**config.mk**
```make
export PLATFORM = sky130hd
export DESIGN_NAME = iterative_div_unit
export DESIGN_NICKNAME = d
export VERILOG_FILES = /design/src/rtl/iterative_div_unit.sv
export SDC_FILE = /design/constraint.sdc
export NUM_CORES = 1
export LEC_CHECK = 0
export ABC_AREA = 1
export CORE_MARGIN = 2
export CORE_UTILIZATION = 35
export CTS_CLUSTER_DIAMETER = 50
export DETAILED_ROUTE_END_ITERATION = 8
export GPL_ROUTABILITY_DRIVEN = 0
export SYNTH_ARGS = -nofsm -noshare
export SYNTH_HDL_FRONTEND = slang
export SYNTH_SLANG_ARGS = --single-unit
```
**constraint.sdc**
```tcl
create_clock -name clk -period 5.69 [get_ports clk]
set_clock_uncertainty 0.05 [all_clocks]
set_input_delay 1.707 -clock clk [delete_from_list [all_inputs] [get_ports clk]]
set_output_delay 1.707 -clock clk [all_outputs]
set_load 0.02 [all_outputs]
```
**src/rtl/iterative_div_unit.sv**
```systemverilog
// Multi-cycle radix-2 restoring divider: signed/unsigned quotient or remainder,
// valid/ready handshakes on both sides, RISC-V divide-by-zero/overflow results.
module iterative_div_unit #(
   parameter int WIDTH = 32,
   parameter int CNT_W = $clog2(WIDTH + 1)
) (
   input  logic             clk,
   input  logic             rstN,
   input  logic             flush,
   input  logic             inValid,
   output logic             inReady,
   input  logic [WIDTH-1:0] opA,
   input  logic [WIDTH-1:0] opB,
   input  logic             isSigned,
   input  logic             selRem,
   output logic             outValid,
   input  logic             outReady,
   output logic [WIDTH-1:0] result,
   output logic [3:0]       flags
);

   typedef enum logic [2:0] {
      S_IDLE,
      S_PREP,
      S_CALC,
      S_FIX,
      S_DONE
   } state_t;

   localparam logic [WIDTH-1:0] MIN_INT = {1'b1, {(WIDTH-1){1'b0}}};

   state_t           state_q, state_d;
   logic [WIDTH-1:0] a_q, a_d;
   logic [WIDTH-1:0] b_q, b_d;
   logic             signed_q, signed_d;
   logic             selrem_q, selrem_d;
   logic             signq_q, signq_d;
   logic             signr_q, signr_d;
   logic [WIDTH:0]   rem_q, rem_d;
   logic [WIDTH-1:0] quo_q, quo_d;
   logic [CNT_W-1:0] cnt_q, cnt_d;
   logic [WIDTH-1:0] result_q, result_d;
   logic [3:0]       flags_q, flags_d;

   logic [WIDTH-1:0] a_mag, b_mag;
   logic [WIDTH+1:0] shifted, trial;
   logic [WIDTH-1:0] quo_fix, rem_fix;
   logic [WIDTH-1:0] fin_res;
   logic             fin_dz, fin_ov, fin_load;

   always_comb begin
      a_mag   = (signed_q && a_q[WIDTH-1]) ? -a_q : a_q;
      b_mag   = (signed_q && b_q[WIDTH-1]) ? -b_q : b_q;
      // b_q holds the divisor magnitude once CALC starts
      shifted = {rem_q, quo_q[WIDTH-1]};
      trial   = shifted - {2'b00, b_q};
      quo_fix = signq_q ? -quo_q : quo_q;
      rem_fix = signr_q ? -rem_q[WIDTH-1:0] : rem_q[WIDTH-1:0];
   end

   always_comb begin
      state_d  = state_q;
      a_d      = a_q;
      b_d      = b_q;
      signed_d = signed_q;
      selrem_d = selrem_q;
      signq_d  = signq_q;
      signr_d  = signr_q;
      rem_d    = rem_q;
      quo_d    = quo_q;
      cnt_d    = cnt_q;
      result_d = result_q;
      flags_d  = flags_q;
      fin_res  = '0;
      fin_dz   = 1'b0;
      fin_ov   = 1'b0;
      fin_load = 1'b0;

      if (flush) begin
         state_d = S_IDLE;
      end else begin
         unique case (state_q)
            S_IDLE: begin
               if (inValid) begin
                  a_d      = opA;
                  b_d      = opB;
                  signed_d = isSigned;
                  selrem_d = selRem;
                  state_d  = S_PREP;
               end
            end
            S_PREP: begin
               if (b_q == '0) begin
                  fin_res  = selrem_q ? a_q : '1;
                  fin_dz   = 1'b1;
                  fin_load = 1'b1;
                  state_d  = S_DONE;
               end else if (signed_q && a_q == MIN_INT && b_q == '1) begin
                  fin_res  = selrem_q ? '0 : a_q;
                  fin_ov   = 1'b1;
                  fin_load = 1'b1;
                  state_d  = S_DONE;
               end else begin
                  signq_d = signed_q & (a_q[WIDTH-1] ^ b_q[WIDTH-1]);
                  signr_d = signed_q & a_q[WIDTH-1];
                  quo_d   = a_mag;
                  b_d     = b_mag;
                  rem_d   = '0;
                  cnt_d   = '0;
                  state_d = S_CALC;
               end
            end
            S_CALC: begin
               if (!trial[WIDTH+1]) begin
                  rem_d = trial[WIDTH:0];
                  quo_d = {quo_q[WIDTH-2:0], 1'b1};
               end else begin
                  rem_d = shifted[WIDTH:0];
                  quo_d = {quo_q[WIDTH-2:0], 1'b0};
               end
               cnt_d = cnt_q + CNT_W'(1);
               if (cnt_q == CNT_W'(WIDTH - 1)) begin
                  state_d = S_FIX;
               end
            end
            S_FIX: begin
               fin_res  = selrem_q ? rem_fix : quo_fix;
               fin_load = 1'b1;
               state_d  = S_DONE;
            end
            S_DONE: begin
               if (outReady) begin
                  state_d = S_IDLE;
               end
            end
            default: state_d = S_IDLE;
         endcase

         if (fin_load) begin
            result_d = fin_res;
            flags_d  = {fin_dz, fin_ov, fin_res[WIDTH-1], fin_res == '0};
         end
      end
   end

   always_ff @(posedge clk or negedge rstN) begin
      if (!rstN) begin
         state_q  <= S_IDLE;
         a_q      <= '0;
         b_q      <= '0;
         signed_q <= 1'b0;
         selrem_q <= 1'b0;
         signq_q  <= 1'b0;
         signr_q  <= 1'b0;
         rem_q    <= '0;
         quo_q    <= '0;
         cnt_q    <= '0;
         result_q <= '0;
         flags_q  <= '0;
      end else begin
         state_q  <= state_d;
         a_q      <= a_d;
         b_q      <= b_d;
         signed_q <= signed_d;
         selrem_q <= selrem_d;
         signq_q  <= signq_d;
         signr_q  <= signr_d;
         rem_q    <= rem_d;
         quo_q    <= quo_d;
         cnt_q    <= cnt_d;
         result_q <= result_d;
         flags_q  <= flags_d;
      end
   end

   assign inReady  = (state_q == S_IDLE);
   assign outValid = (state_q == S_DONE);
   assign result   = result_q;
   assign flags    = flags_q;

endmodule

```
======== Word level (Yosys, flattened, before mapping) ========
Cells that the tools add are included.
operators by class
  $add $sub $neg .......................... 6
  multiply operators ...................... 0
  div/mod/pow operators ................... 0
  magnitude comparators ................... 0
  eq/ne operators ......................... 14
  shift-type cells ........................ 0
  muxes and demuxes ....................... 41
  bitwise logic cells ..................... 6
  reduce and logical (&&, ||, !) cells .... 15
operators with widths
  kind                    count
  $mux W32                15
  $pmux W32 S2            3
  $neg A32 Y32            4
  $mux W33                3
  $pmux W33 S2            1
  $eq A32 B32 Y1 const B  2
  $logic_not A32 Y1       2
  $sub A34 B32 Y34        1
  $mux W3                 6
  $pmux W3 S5             1
  $mux W6                 2
  $pmux W6 S2             1
  $mux W1                 8
  $ne A2 B2 Y1 const B    4
  $reduce_and A4 Y1       2
  $add A6 B1 Y6 const B   1
  $eq A3 B2 Y1 const B    2
  $eq A6 B5 Y1 const B    1
  $ne A3 B3 Y1 const B    2
  $reduce_and A3 Y1       2
  $reduce_and A6 Y1       1
  $logic_and A1 B1 Y1     4
  $reduce_bool A2 Y1      2
  $eq A3 B1 Y1 const B    1
  8 further kinds         11
storage, ports and cells
  register bits ........................... 178
  bits in latches ......................... 0
  RAM bits ................................ 0
  bits in read-only memories .............. 0
  memories ................................ 0

======== Logic depth before layout (Yosys ltp) ========
Gate-level depths: netlist of the first run.
  word-level depth ........................ 8
  depth in mapped cells ................... 17
  depth with buffers taken out ............ 17

======== Worst setup path after synthesis of the first run ========
No wires, ideal clock.
  path type ............................... input to register
  start ................................... in inValid
  end ..................................... reg a_q[6]
  arrival time ............................ 2.564 ns
  setup slack ............................. 2.951 ns
  stages on the path ...................... 5
  buffers on the path ..................... 1
  path through ............................ nor2_1 > nor3_2 > nand2_1 > buf_2 > mux2_2
on the way
  word-level cells in the longest chain between the ends .. 1
RTL lines
  element                      RTL line  source
  from (decl)                  10        input logic inValid,
  $reduce_and A3 Y1 (no line)  --
  to (signal assigned)         149       a_q <= '0;
  to (signal assigned)         162       a_q <= a_d;
  to (decl)                    33        logic [WIDTH-1:0] a_q, a_d;
No other way between the ends.
A chain may end at the register's enable or synchronous reset.

======== Worst setup path in the final report of the first run ========
  start ................................... in flush
  end ..................................... reg rem_q[4]
on the way
  word-level cells in the longest chain between the ends .. 2
RTL lines
  element                      RTL line  source
  from (decl)                  9         input logic flush,
  $not A1 Y1 (no line)         --
  $reduce_and A4 Y1 (no line)  --
  to (signal assigned)         168       rem_q <= rem_d;
  to (decl)                    39        logic [WIDTH:0] rem_q, rem_d;
No other way between the ends.

==> summary.md, run 1 <==
| Metric | Value |
|---|---|
| Final hold viol count | 0 |
| Worst setup startpoint | flush |
| CP Max Fanout | 38 |
| Final setup viols | 0 |
| Synth top area cells | dfrtp_1 32%, nand2_1 12%, nand3_1 7.7% |
| Setup TNS | 0 ns |
| All-Layer GR Usage | 23.6% |
| Unrepaired setup endpoints after global routing | no |
| Layout cell share with drive strength beyond 1 | 6.58% |
| Wire length per cell | 18.4 um |
| Sequential area share after synthesis | 31.7% |
| Post-synth EDFFs | 0 |
| Clock-pin slew on the worst setup and hold paths | 0.07 ns |
| First-pass GRT wire length | around 76,000 um |
| Yosys cell types | between 50 and 60 |
| Final worst path period share | 70.2% |
| Max-Cap Viols | 0 |
| Post-synthesis register bit count | 177 |
| Die Wd | between 200 and 250 um |
| Root Buffer | clkbuf_16 |
| Synth Net Count | roughly 2,200 |
| Max-slew violations | 0 |
| Synth warnings | 0 |
| Reg2reg start | signed_q |
| Antenna-violating nets left | 0 |
| PwrDens | 545 nW/um^2 |
| Die Footprint | 41,500 um^2 |
| Final wirelength | 48,600 um |
| Syn-to-layout area delta | 14.5% |
| Asr flop ratio synth | 100% |
| Fmax | 250 MHz |
| HP Class | flop to flop |
| Slew @ Worst Pin | 1.05 ns |
| Min Tclk post-route | ~4 ns |
| H-tree depth | 4 |
| CP peak stage delay | 0.74 ns |
| Drt drc | 0 |
| Outcome | finished clean |
| Area leader, netlist | dfrtp_1 |
| FP Rows | 73 |
| Post-route cell area | around 16,000 um^2 |
| CP Cell Sequence | clkdlybuf4s50_1 > a21oi_1 > nand2_2 > nor2_4 > buf_4 > nand3_1 > o21ai_1 |
| Most frequent cell after synthesis | nand2_1 |
| I/O pin count | 109 |
| GRT overflow | 0 |
| Syn avg cell area | 6.84 um^2 |
| Worst path slowest cell | nor2_4 |
| Hold_buf cts | 0 |
| Synth top area share | 31.7% |
| Vias in the first global route | 13,400 |
| Bufs on Longest Clock Path | 2 |
| 1st-iter DRT viols | 1,599 |
| Detail Placement HPWL | 38,000 um |
| Dominant synthesized flop cell | dfrtp_1 |
| Post-CTS sizing | 0 |
| Maximum vdd drop | 0.000315 V |
| CTS tree | yes |
| Initial antenna violation count | 0 |
| Power, Total | 8.71 mW |
| Port buffer count | 108 |
| Largest net degree at the start of global routing | 102 |
| Core footprint | approximately 40,000 um^2 |
| N_diodes | 0 |
| Startpoint types | input port |
| Post-synthesis cell count | 2,040 |
| Leak | 7.22 nW |
| Slew HR | between 20% and 30% |
| Placed Area | 15,400 um^2 |
| Setup crit end kind | flop |
| Hold WS | 0.434 ns |
| Nets | 2,211 |
| Setup Fix Bufs, Post-CTS | 0 |
| CTS Sinks | roughly 180 |
| CTS Buf Count | 17 |
| Setup CP Type | input port to flop |
| Die height | 204 um |
| Synth Cell Area | 14,000 um^2 |
| Commonest cells post-synth | 428 x nand2_1, 252 x nor2_1, 216 x nand3_1, 195 x inv_1, 177 x dfrtp_1 |
| Critical path data required time | 6.03 ns |
| Skew-Pair Late Insertion Delay | 0.48 ns |
| Starting Density | 35.3% |
| Via density | ~5.5 |
| Drt pass-1 iters | 6 |
| Hold path start | result[0] |
| CP Data Arrival Time | 4.33 ns |
| Via count | 14,400 |
-- area by class of cell --
type                       count  area [um^2]
inverter                     206          773
fill                        4147        23600
tap                          525          657
sequential                   177         4430
clock buffer                  17          425
timing repair buffer         124         1200
multi-input combinational   1575         8310
clock inverter                15          189
-- cells in the final DEF, fill, tap and decap left out, types with 7 or more instances in the layout --
master             n
nand2_1          427
nor2_1           251
nand3_1          216
inv_1            194
dfrtp_1          177
o21ai_0          135
clkdlybuf4s50_1  107
a21oi_1          100
o21ai_1           64
xor2_1            41
ha_1              38
nand4_1           33
o211ai_1          33
a22oi_1           31
a31oi_1           24
nor3_1            20
xnor2_1           20
nor2_2            17
clkbuf_16         17
buf_4             16
nand2_2           14
nand3_2           12
inv_2             10
o22ai_2            9
nor4_1             8
mux2_1             8
o221ai_1           7
o22ai_1            7
or2_2              7
clkinv_8           7
-- report_power, final --
group / internal (mW) / switching (mW) / leakage (nW) / total (mW)
clock: 0.596 / 0.637 / 0.295 / 1.23
combinational: 1.72 / 3.33 / 4.70 / 5.04
sequential: 1.72 / 0.706 / 2.22 / 2.43
total: 4.04 / 4.67 / 7.22 / 8.71
-- sequential cells by signal (all words and copies together) (netlist names) --
signal and cells:
rem_q 33, a_q 32, b_q 32, quo_q 32
result 31, cnt_q 6, flags 4, state_q 3
selrem_q 1, signed_q 1, signq_q 1, signr_q 1
-- routing by layer --
metal / up-vias / share of wire (%) / GRT usage (%)
li1: 7006 / - / -
met5: - / 0 / 0
met3: 69 / 7.3 / 4.60
met4: 0 / 2.7 / 7.90
met2: 487 / 44 / 36.3
met1: 6821 / 46 / 33.2
-- cell families after synthesis --
kind of cell             Yosys count  synth area share, %
AND/OR/NAND/NOR                 1027                 32.5
AO/OA/AOI/OAI                    433                 18.1
buffers and inverters            288                 8.84
flip-flops                       177                 31.7
XOR/XNOR                          63                 4.22
adder cells (fa/ha/maj)           39                 3.55
multiplexers                      13                 1.04
-- critical path, delay by kind of cell --
kind                   cells  cell delay, ns
buffers and inverters      2            0.98
AOI/OAI and AO/OA          2            0.29
and+or+nand+nor            3            1.32
-- final timing paths --
check / to / slack, ns / cells past startpoint
max in group asynchronous: quo_q[7] / 3.24 / 2
min in group asynchronous: b_q[29] / 1.28 / 1
setup reg to reg: rem_q[4] / 1.97 / 14
hold / removal: result[0] / 0.43 / 2
hold reg to reg: result[0] / 0.43 / 2
setup / recovery: rem_q[4] / 1.70 / 7
-- through the flow --
step                      cells  util (%)  worst slack (ns)
after floorplan            2040         -              2.95
after global placement     2607      38.9              1.32
after detailed placement   2607      38.9              1.22
after CTS                  2639      40.4              1.70
after global routing       2639      40.4              1.51
final                      2639      40.4              1.70
Power figures use the tool's default switching activity.
==> run 2, diff against run 1 <==
==> constraint.sdc (replaced) <==
create_clock -name clk -period 3.5 [get_ports clk]
set_clock_uncertainty 0.05 [all_clocks]
set_input_delay 1.05 -clock clk [delete_from_list [all_inputs] [get_ports clk]]
set_output_delay 1.05 -clock clk [all_outputs]
set_load 0.02 [all_outputs]
==> run 2 against run 1 <==
Net effect: critical path depth rose by 9; cell count is 0.91% higher; total power is 64% higher; highest routed layer unchanged.
==> summary.md, run 2 (synthesis gave the netlist of run 1 again) <==
| Metric | Value |
|---|---|
| Final wirelength | 48,700 um (+0.17%) |
| Final core utilization | 41.0% (+0.54 points) |
| Int Pwr | 6.73 mW (+67%) |
| Initial antenna violation count | 0 (unchanged) |
| Largest Register | rem_q |
| Slew @ Worst Pin | 0.611 ns (-0.440 ns) |
| CP Max Fanout | 3 (-92%) |
| Critical path data required time | 3.79 ns (-2.24 ns) |
| Hold path start | cnt_q[5] |
| Max-Cap Viols | 0 (unchanged) |
| Fmax | roughly 330 MHz |
| Reg2reg start | quo_q[31] |
| PnR worst setup slack | 0.458 ns (-1.24 ns) |
| CP Data Arrival Time | 3.33 ns (-1.00 ns) |
| Wire length per cell | 18.3 um (-0.73%) |
| Root Buffer | clkbuf_16 |
| CTS Sinks | 177 (unchanged) |
| Skew-Pair Late Insertion Delay | 0.47 ns (about the same) |
| Outcome | finished clean |
| Core footprint | 39,500 um^2 (unchanged) |
| Setup TNS | 0 ns (unchanged) |
| Setup Fix Bufs, Post-CTS | 0 (unchanged) |
| Nets | 2,236 (+1.1%) |
| Detail Placement HPWL | 38,900 um (+2.4%) |
| Clock-pin slew on the worst setup and hold paths | 0.08 ns (about the same) |
| Final setup viols | 0 (unchanged) |
| Largest net degree at the start of global routing | 54 (-47%) |
| Setup WS pre-CTS | 0.445 ns (-0.774 ns) |
| Via count | 14,500 (+0.48%) |
| CTS tree | yes |
| Commonest non-fill, non-tap cell in the layout | nand2_1 |
| Power, Total | 14.2 mW (+64%) |
| HP Class | flop to flop |
| Worst setup startpoint | quo_q[31] |
| Hold_buf cts | 0 (unchanged) |
| Starting Density | 35.3% (unchanged) |
| Most frequent cells in the layout | 427 x nand2_1, 251 x nor2_1, 216 x nand3_1 |
| Comb pwr share | 58.8% (+0.9 points) |
| Syn-to-layout area delta | 16.1% |
| CTS Buf Count | 17 (unchanged) |
| Hold WS | 0.434 ns (-0.000296 ns) |
| Final worst path period share | between 80% and 90% |
| I/O pin count | 109 (unchanged) |
| All-Layer GR Usage | 23.8% (+0.12 points) |
| Layout cell share with drive strength beyond 1 | 7.62% (+1.0 points) |
| FP Rows | 73 (unchanged) |
| Drt pass-1 iters | 6 (unchanged) |
| Die Footprint | 41,500 um^2 (unchanged) |
| H-tree depth | 4 (unchanged) |
| Drt drc | 0 (unchanged) |
| Setup CP Type | flop to flop |
| Port buffer count | 108 (unchanged) |
| Max reg flops | 33 (unchanged) |
| Leak | 7.34 nW (+1.8%) |
| Min Tclk post-route | 3.04 ns |
| Maximum vdd drop | 0.000507 V (+61%) |
| Layout filler cell count | 4,147 (unchanged) |
| Switch Pwr | 7.50 mW (+61%) |
| Switching share of power | 52.7% (-0.93 points) |
| Startpoint types | flop |
| Antenna-violating nets left | 0 (unchanged) |
| Vias in the first global route | 13,300 (-0.79%) |
| Slew HR | 59.2% (+29 points) |
| Unrepaired setup endpoints after global routing | no |
| Power share of the clock group | 14.0% (-0.2 points) |
| PwrDens | 879 nW/um^2 (+61%) |
| Final hold viol count | 0 (unchanged) |
| Max-slew violations | 0 (unchanged) |
| Bufs on Longest Clock Path | 2 (unchanged) |
| Setup crit end kind | flop |
| Die Wd | 204 um (unchanged) |
| 1st-iter DRT viols | 1,686 (+5.4%) |
| Via density | 5.43 (-0.43%) |
| First-pass GRT wire length | 76,500 um (+0.73%) |
| Reg power frac | 27.3% (-0.6 points) |
| GRT overflow | 0 (unchanged) |
| Post-CTS sizing | 0 (unchanged) |
| N_diodes | 0 (unchanged) |
| Die height | 204 um (unchanged) |
==> run 2: cell count changes in the layout (fill, tap and decap cells not counted), sizes merged <==
cell      before  now
bufinv         0    1
buf           17   42
inv          209  212
clkinvlp       1    2
clkinv        11    5
==> run 2: power by group through the flow <==
| stage | Clock (mW) | Combinational (mW) | Sequential [mW] |
|---|---|---|---|
| after floorplan | 0 | 5.93 | 3.64 |
| after global placement | 0 | 8.14 | 3.86 |
| after global routing | 2.11 | 9.31 | 3.99 |
| final | 1.99 | 8.37 | 3.88 |
| after detailed placement | 0 | 8.22 | 3.88 |
| after CTS | 2.03 | 8.27 | 3.85 |
==> run 2: metrics by stage <==
stage	std cells	area, um^2
after floorplan	2040	14000
after global placement	2632	15600
after CTS	2663	16200
final	2663	16200
after global routing	2663	16200
after detailed placement	2632	15600
==> run 2: worst paths after layout <==
check | end | cells past startpoint | slack, ns
setup reg to reg | rem_q[22] | 16 | 0.46
setup / recovery | rem_q[22] | 16 | 0.46
hold / removal | cnt_q[5] | 1 | 0.43
hold reg to reg | cnt_q[5] | 1 | 0.43
max in group asynchronous | a_q[17] | 2 | 2.05
min in group asynchronous | cnt_q[1] | 1 | 0.49
==> run 2: critical path: stages (launching register included) <==
cell,delay [ns]
dfrtp_1,0.39
inv_1,0.18
ha_1,0.24
inv_1,0.09
fa_1,0.40
nand2_1,0.10
o21ai_1,0.11
a21boi_0,0.38
o21ai_2,0.16
nand2_1,0.10
nand2_1,0.14
nand2_1,0.09
nand2_1,0.06
xnor2_1,0.19
nand2_1,0.08
nand3_1,0.07
o21ai_1,0.06
==> run 2: cell type report <==
class / count / area, um^2 / area share, %
clock inverter: 14 / 166 / 1.03
multi-input combinational: 1575 / 8310 / 51.3
sequential: 177 / 4430 / 27.3
tap: 525 / 657 / 4.05
clock buffer: 17 / 425 / 2.63
timing repair buffer: 149 / 1440 / 8.89
inverter: 206 / 773 / 4.77
==> run 2: per-layer routing <==
layer	track usage (%)	part of all wire (%)	up-vias
li1	-	-	7042
met1	34.7	47	6827
met2	36.5	45	538
met3	3.58	6.7	45
met4	5.94	1.8	0
met5	0	0	-
==> run 3, diff against run 2 <==
--- a/config.mk
+++ b/config.mk
@@ -11,6 +11,7 @@
 export CTS_CLUSTER_DIAMETER = 50
 export DETAILED_ROUTE_END_ITERATION = 8
 export GPL_ROUTABILITY_DRIVEN = 0
+export SLEW_MARGIN = 30
 export SYNTH_ARGS = -nofsm -noshare
 export SYNTH_HDL_FRONTEND = slang
 export SYNTH_SLANG_ARGS = --single-unit
==> results of run 3 <==
No change in the layout: final DEF, timing and power equal those of run 2.
